[config.mk]
export PLATFORM = sky130hd
export DESIGN_NAME = reaction_stimulus
export DESIGN_NICKNAME = d
export VERILOG_FILES = /design/src/rtl/reaction_pkg.sv /design/src/rtl/lfsr16.sv /design/src/rtl/reaction_stimulus.sv
export SDC_FILE = /design/constraint.sdc
export NUM_CORES = 1
export LEC_CHECK = 0
export CORE_MARGIN = 2
export CORE_UTILIZATION = 57
export DETAILED_ROUTE_END_ITERATION = 8
export PLACE_DENSITY = 0.73
export SKIP_LAST_GASP = 1
export SLEW_MARGIN = 20
export SYNTH_ARGS = -nofsm -noshare
export SYNTH_HDL_FRONTEND = slang
export SYNTH_SLANG_ARGS = --single-unit
[constraint.sdc]
create_clock -name Clock -period 2.05 [get_ports Clock]
set_clock_uncertainty 0.05 [all_clocks]
set_input_delay 0.41 -clock Clock [delete_from_list [all_inputs] [get_ports Clock]]
set_output_delay 0.41 -clock Clock [all_outputs]
set_load 0.02 [all_outputs]
[src/rtl/reaction_pkg.sv]
// Shared types and constants for the reaction-timer stimulus stage.
// Holds the state encoding, the LFSR polynomial and the default seed.
package reaction_pkg;

    typedef enum logic [2:0] {
        IDLE  = 3'd0,
        WAIT  = 3'd1,
        FIRE  = 3'd2,
        HOLD  = 3'd3,
        FAULT = 3'd4
    } state_t;

    localparam int unsigned LFSR_W = 16;

    // x^16 + x^14 + x^13 + x^11 + 1 in right-shift Fibonacci form: feedback from bits 0,2,3,5.
    localparam logic [LFSR_W-1:0] LFSR_TAPS    = 16'h002D;
    localparam logic [LFSR_W-1:0] DEFAULT_SEED = 16'hACE1;

    function automatic logic [LFSR_W-1:0] lfsr_next(input logic [LFSR_W-1:0] cur);
        return {^(cur & LFSR_TAPS), cur[LFSR_W-1:1]};
    endfunction

endpackage

[src/rtl/lfsr16.sv]
// Free-running 16-bit Fibonacci LFSR, advanced every clock.
// A non-zero seed keeps it off the all-zero lock-up state.
module lfsr16
    import reaction_pkg::*;
#(
    parameter logic [LFSR_W-1:0] SEED = DEFAULT_SEED
) (
    input  logic              Clock,
    input  logic              Resetn,
    output logic [LFSR_W-1:0] value
);

    always_ff @(posedge Clock) begin
        if (!Resetn) begin
            value <= SEED;
        end else begin
            value <= lfsr_next(value);
        end
    end

endmodule

[src/rtl/reaction_stimulus.sv]
// Reaction-timer stimulus: waits for start, counts a random tick delay, then pulses w.
// A reaction press before w is a false start and parks the block in FAULT.
module reaction_stimulus
    import reaction_pkg::*;
#(
    parameter int unsigned       MIN_DELAY  = 100,
    parameter int unsigned       RANGE_BITS = 8,
    parameter int unsigned       CNT_W      = 10,
    parameter logic [LFSR_W-1:0] SEED       = DEFAULT_SEED
) (
    input  logic       Clock,
    input  logic       Resetn,
    input  logic       Tick,
    input  logic       Startn,
    input  logic       Pushn,
    output logic       w,
    output logic       Armed,
    output logic       FalseStart,
    output logic [2:0] State
);

    state_t             state;
    logic [CNT_W-1:0]   cnt;
    logic [CNT_W-1:0]   load_cnt;
    logic [LFSR_W-1:0]  lfsr;
    logic               unused_lfsr_hi;

    logic start_s1, start_s2, start_prev, start_ev;
    logic push_s1,  push_s2,  push_prev,  push_ev;

    lfsr16 #(
        .SEED(SEED)
    ) u_lfsr (
        .Clock (Clock),
        .Resetn(Resetn),
        .value (lfsr)
    );

    // Only the low RANGE_BITS of the LFSR feed the delay.
    assign unused_lfsr_hi = ^lfsr[LFSR_W-1:RANGE_BITS];
    assign load_cnt       = CNT_W'(MIN_DELAY) + CNT_W'(lfsr[RANGE_BITS-1:0]);

    // Two-flop synchronizers plus registered falling-edge (press) detect.
    always_ff @(posedge Clock) begin
        if (!Resetn) begin
            start_s1   <= 1'b1;
            start_s2   <= 1'b1;
            start_prev <= 1'b1;
            start_ev   <= 1'b0;
            push_s1    <= 1'b1;
            push_s2    <= 1'b1;
            push_prev  <= 1'b1;
            push_ev    <= 1'b0;
        end else begin
            start_s1   <= Startn;
            start_s2   <= start_s1;
            start_prev <= start_s2;
            start_ev   <= start_prev & ~start_s2;
            push_s1    <= Pushn;
            push_s2    <= push_s1;
            push_prev  <= push_s2;
            push_ev    <= push_prev & ~push_s2;
        end
    end

    // Control FSM; outputs are registered alongside each state transition.
    always_ff @(posedge Clock) begin
        if (!Resetn) begin
            state      <= IDLE;
            cnt        <= '0;
            w          <= 1'b0;
            Armed      <= 1'b0;
            FalseStart <= 1'b0;
        end else begin
            w <= 1'b0;
            unique case (state)
                IDLE: begin
                    if (start_ev) begin
                        cnt   <= load_cnt;
                        state <= WAIT;
                        Armed <= 1'b1;
                    end
                end
                WAIT: begin
                    // A press on the final tick still counts as a false start.
                    if (push_ev) begin
                        state      <= FAULT;
                        Armed      <= 1'b0;
                        FalseStart <= 1'b1;
                    end else if (Tick) begin
                        if (cnt == CNT_W'(1)) begin
                            state <= FIRE;
                            Armed <= 1'b0;
                            w     <= 1'b1;
                        end else begin
                            cnt <= cnt - CNT_W'(1);
                        end
                    end
                end
                FIRE: begin
                    state <= HOLD;
                end
                HOLD: begin
                    if (push_ev) begin
                        state <= IDLE;
                    end
                end
                FAULT: begin
                    if (start_ev) begin
                        cnt        <= load_cnt;
                        state      <= WAIT;
                        Armed      <= 1'b1;
                        FalseStart <= 1'b0;
                    end
                end
                default: begin
                    state      <= IDLE;
                    Armed      <= 1'b0;
                    FalseStart <= 1'b0;
                end
            endcase
        end
    end

    assign State = state;

endmodule

# [Yosys cells after proc, flatten, opt, wreduce, memory -nomap -nowiden]
# Index checks and enable logic that the tools add are counted.
[classes] add_sub_neg=2 n_eq_ne=14 muxes=20 bitwise=9 n_reduce_logical=11
[ops] operator="$mux 10" count=4
[ops] operator="$pmux 10 s2" count=1
[ops] operator="$reduce_xor 16->1" count=1
[ops] operator="$mux 3" count=5
[ops] operator="$ne 2x2->1 const B" count=6
[ops] operator="$pmux 3 s4" count=1
[ops] operator="$eq 10x1->1 const B" count=1
[ops] operator="$sub 10x1->10 const B" count=1
[ops] operator="$add 7x8->9 const A" count=1
[ops] operator="$reduce_and 4->1" count=2
[ops] operator="$mux 1" count=7
[ops] operator="$not 1->1" count=7
[ops] operator="$eq 3x2->1 const B" count=2
[ops] operator="$ne 3x3->1 const B" count=2
[ops] operator="$pmux 1 s3" count=2
[ops] operator="$reduce_and 5->1" count=1
[ops] operator="$reduce_or 2->1" count=2
[ops] operator="$reduce_or 4->1" count=1
[ops] operator="$eq 3x1->1 const B" count=1
[ops] operator="$eq 3x3->1 const B" count=1
[ops] operator="$logic_not 3->1" count=1
[ops] operator="$reduce_and 3->1" count=1
[ops] operator="$reduce_or 3->1" count=1
[ops] operator="$and 1x1->1" count=2
[ops] operator="other kinds (2)" count=2
[totals] ff_bits=40 out_inout_bits=6 wordCells=70

# [Logic depth before layout (Yosys ltp)]
[depth] ltp_word=5 mapped_depth=7 depth_no_buf=6

# [Cells and area by module]
# A second synthesis with hierarchy kept.
[hier_totals] hier_cells=183 hier_area_um2=1689.1
[by_module_without_submodules] module="reaction_stimulus" instances=1 cells_per_inst=147 area_each_um2=1236.2 seq_area_each_um2=480.5
[by_module_without_submodules] module="lfsr16" instances=1 cells_per_inst=36 area_each_um2=452.9 seq_area_each_um2=320.3

# [Worst setup path before layout]
# Ideal clock, no wire load.
[synth_path] path_type="reg2reg" start="register cnt[0]" end="register cnt[0]" arrival_ps=1713 required_ps=1882 setup_slack_ps=169 stages_incl_launch_ff=7 path_buffers=1 synth_period_minus_slack_ps=1881 path_cell_list="dfxtp_1 ha_1 or3b_4 nor4_4 buf_6 nor3_2 o221a_4"
[synth_via] elab_chain_cells=5 elab_cells_between_ends=8
[synth_lines] element="start, declared" line="reaction_stimulus.sv:23" rtl="logic [CNT_W-1:0] cnt;"
[synth_lines] element="start signal, assigned" line="reaction_stimulus.sv:79" rtl="cnt <= load_cnt;"
[synth_lines] element="start signal, assigned" line="reaction_stimulus.sv:96" rtl="cnt <= cnt - CNT_W'(1);"
[synth_lines] element="start signal, assigned" line="reaction_stimulus.sv:110" rtl="cnt <= load_cnt;"
[synth_lines] element="$sub 10x1->10" line="reaction_stimulus.sv:96"
[synth_lines] element="$mux 10" line="reaction_stimulus.sv:91" rtl="if (cnt == CNT_W'(1)) begin"
[synth_lines] element="$mux 10" line="reaction_stimulus.sv:90" rtl="end else if (Tick) begin"
[synth_lines] element="$mux 10" line="reaction_stimulus.sv:86" rtl="if (push_ev) begin"
[synth_lines] element="$pmux 10 s2" line="reaction_stimulus.sv:76" rtl="unique case (state)"
# Several ways; a longest one is shown, not always the timed one. The select of a mux whose other input is x is not followed.
# A chain may end at the register's enable or synchronous reset.

# [Final worst setup path]
[layout_path] start="register state[2] (netlist: State[2])" end="output port State[2]"
[layout_lines] element="start, declared" line="reaction_stimulus.sv:22" rtl="state_t state;"
[layout_lines] element="start signal, assigned" line="reaction_stimulus.sv:69" rtl="state <= IDLE;"
[layout_lines] element="start signal, assigned" line="reaction_stimulus.sv:80" rtl="state <= WAIT;"
[layout_lines] element="start signal, assigned" line="reaction_stimulus.sv:87" rtl="state <= FAULT;"
[layout_lines] element="end, declared" line="reaction_stimulus.sv:19" rtl="output logic [2:0] State"
# No word-level cell between the ends.

==> results.sh <==
export IMPL_crit_required_ns=1.59
export IMPL_nNetsFinal=216
export IMPL_slew_violations=0
export IMPL_power_leakage_nw=0.7788
export IMPL_avgSynthCellArea_um2=9.312
export IMPL_vias_per_cell=5.707
export IMPL_start_util_pct=58.92
export IMPL_p_per_area_nw_per_um2=778.3
export IMPL_finalCritPeriodShare_pct=97.29
export IMPL_track_usage_pct=21.43
export IMPL_rr_endpoint="cnt[0]"
export IMPL_cts_tree="done"
export IMPL_numCtsBuffers=5
export IMPL_num_rows=20
export IMPL_max_slew_margin_pct=65.45
export IMPL_setup_violations=0
export IMPL_critPathLaunchType="flip-flop"
export IMPL_postCtsSetupBuffers=0
export IMPL_synthToLayoutAreaGrowth_pct=14.36
export IMPL_tightest_slew_ns=0.5151
export IMPL_rrSetupSlack_ns=0.07
export IMPL_ys_types=49
export IMPL_layout_common_cells="38 x dfxtp_1, 15 x nand2_1, 13 x nor2_1"
export IMPL_htree_num_levels=2
export IMPL_grt_max_degree=21
export IMPL_dieArea_um2=3565
export IMPL_synth_edf_count=0
export IMPL_r2r_cells=7
export IMPL_ys_flop_type="dfxtp_1"
export IMPL_tns_ns=0
export IMPL_synth_top_area_share_pct=45.26
export IMPL_ios=11
export IMPL_finalHoldViolCount=0
export IMPL_firstDrtPassIters=4
export IMPL_path_max_fanout=9
export IMPL_antenna_found_initial=0
export IMPL_first_global_vias=1285
export IMPL_postRouteAntennaNets=0
export IMPL_cts_root_buf="clkbuf_4"
export IMPL_ys_top_cells_by_area="dfxtp_1 45%, nand2b_1 4.2%, nor3_1 3.4%, nand2_1 3.2%, a21oi_1 2.8%"
export IMPL_crit_arrival_ns=1.53
export IMPL_fmax_ghz=0.5014
export IMPL_via_count=1381
export IMPL_place_gp_congestion=0.8808
export IMPL_cts_sinks=40
export IMPL_portBuffers=10
export IMPL_wl_met3_um=151
export IMPL_top_layer_used="met4"
export IMPL_finalWirelength_um=3444
export IMPL_drv_cap=0
export IMPL_dieHeight_um=59.71
export IMPL_ff_latch_area_um2=803.3
export IMPL_cp_endpoint="State[2]"
export IMPL_seq_area_frac_synth_pct=45.26
export IMPL_fillers=261
export IMPL_post_drt_wl_per_cell_um=14.23
export IMPL_cpPeakStageDelay_ns=0.66
export IMPL_crit_start="State[2]"
export IMPL_final_common_cell="dfxtp_1"
export IMPL_grt_ovfl_total=0
export IMPL_cp_end_kind="output pin"
export IMPL_period_minus_slack_ns=1.995
export IMPL_diodes=0
export IMPL_critPathKind="flip-flop to output pin"
export IMPL_met2WireLength_um=1579
export IMPL_peakVddDrop_v=0.0007337
export IMPL_path_cells="clkdlybuf4s50_1"
export IMPL_multi_input_area_um2=867.1
export IMPL_final_area_um2=2023
export IMPL_min_path_type="flip-flop to flip-flop"
export IMPL_cts_buffer_depth=2
export IMPL_rsz0062_at_grt="no"
export IMPL_coreArea_um2=3003
export IMPL_rr_startpoint="cnt[1]"
export IMPL_fp_dieW_um=59.71
export IMPL_critPathSlowestCell="clkdlybuf4s50_1"
export IMPL_cts_hold_buffers=0
export IMPL_outcome="completed"
export IMPL_cts_clk_slew_worst_paths_ns=0.13
export IMPL_synthCells=190
export IMPL_cp_depth=1
export IMPL_yosysTopAreaCell="dfxtp_1"
export IMPL_crit_family="buffers and inverters"
export IMPL_drc=0
export IMPL_synth_seq_cells=40
export IMPL_synth_fp_nets=198
export IMPL_netlist_area_um2=1769
export IMPL_clock_latency_ns=0.36
export IMPL_hpwl_um=2449
export IMPL_drtIter0Drc=71
export IMPL_dpl_cell_area_um2=1934
export IMPL_path_buf_inv=1
export IMPL_drive_gt1_share_pct=17.22
export IMPL_yosysWarnings=0
export IMPL_synth_async_reset_ratio_pct=0
export IMPL_grt_pass1_wl_um=5699
export IMPL_wl_met1_um=1654
[registers in the layout (all words and copies together), names as in the netlist]
signal / flops
start_s1: 1
w: 1
start_ev: 1
push_s2: 1
cnt: 10
push_s1: 1
start_s2: 1
FalseStart: 1
start_prev: 1
push_ev: 1
u_lfsr.value: 16
Armed: 1
State: 3
push_prev: 1
[cells in the mapped netlist (all sizes together) (5+ instances only)]
library cell and number:
a21oi 10, and2 8, buf 6, clkbuf 5
dfxtp 40, inv 10, nand2 15, nand2b 12
nor2 13, nor3 13, o32ai 6
[power breakdown]
part / internal, mW / leakage, nW / switching (mW)
sequential: 0.815 / 0.330 / 0.0262
combinational: 0.0956 / 0.407 / 0.103
clock: 0.260 / 0.0418 / 0.274
[worst min-delay path by stage]
stage                     from         endpoint  depth (start not counted)
2_1_floorplan          push_s1          push_s2                          1
3_3_place_gp           push_s1          push_s2                          1
3_5_place_dp   u_lfsr.value[8]  u_lfsr.value[7]                          1
4_1_cts             start_prev         start_ev                          2
5_1_grt        u_lfsr.value[8]  u_lfsr.value[7]                          1
6_report            start_prev         start_ev                          2
[cell families (layout without fill, tap and decap cells)]
| kind of cell | count (synthesis) | in the layout | share of synthesized area [%] |
|---|---|---|---|
| AO/OA/AOI/OAI | 39 | 39 | 17.04 |
| XOR/XNOR | 6 | 6 | 2.970 |
| adder cells (fa/ha/maj) | 3 | 3 | 2.122 |
| buffers and inverters | 21 | 40 | 5.870 |
| flip-flops | 40 | 40 | 45.26 |
| multiplexers | 1 | 1 | 0.5658 |
| AND/OR/NAND/NOR | 80 | 80 | 26.17 |
[layout make-up]
| type | count | share of cell area (%) |
|---|---|---|
| Multi-Input combinational cell | 129 | 42.86 |
| Tap cell | 33 | 2.041 |
| Inverter | 10 | 1.855 |
| Clock buffer | 5 | 1.855 |
| Timing Repair Buffer | 22 | 9.400 |
| Clock inverter | 3 | 2.288 |
| Sequential cell | 40 | 39.70 |
[per-layer routing]
metal / track usage, % / vias up
met2: 33.07 / 30
met1: 27.68 / 642
li1: - / 702
met3: 6.061 / 7
met4: 9.841 / 0
met5: 0 / -
[timing repair]
| item | in CTS | in global routing |
|---|---|---|
| endpoints found under the setup margin | 1 | 6 |
| hold endpoints to repair | 0 | 0 |
| gates resized for setup | 1 | 2 |
[per-stage QoR]
stage / instances / utilization, % / hold slack [ns] / total power [mW] / setup slack (ns)
2_1_floorplan: 190 / - / 0.3363 / 0.9876 / 0.1691
3_3_place_gp: 234 / 64.42 / 0.3387 / 1.048 / 0.1909
3_5_place_dp: 234 / 64.42 / 0.3414 / 1.055 / 0.1223
4_1_cts: 242 / 67.25 / 0.3697 / 1.587 / 0.04300
5_1_grt: 242 / 67.38 / 0.3882 / 1.638 / 0.005168
6_report: 242 / 67.38 / 0.3674 / 1.575 / 0.05545
(Power assumes the default switching activity.)
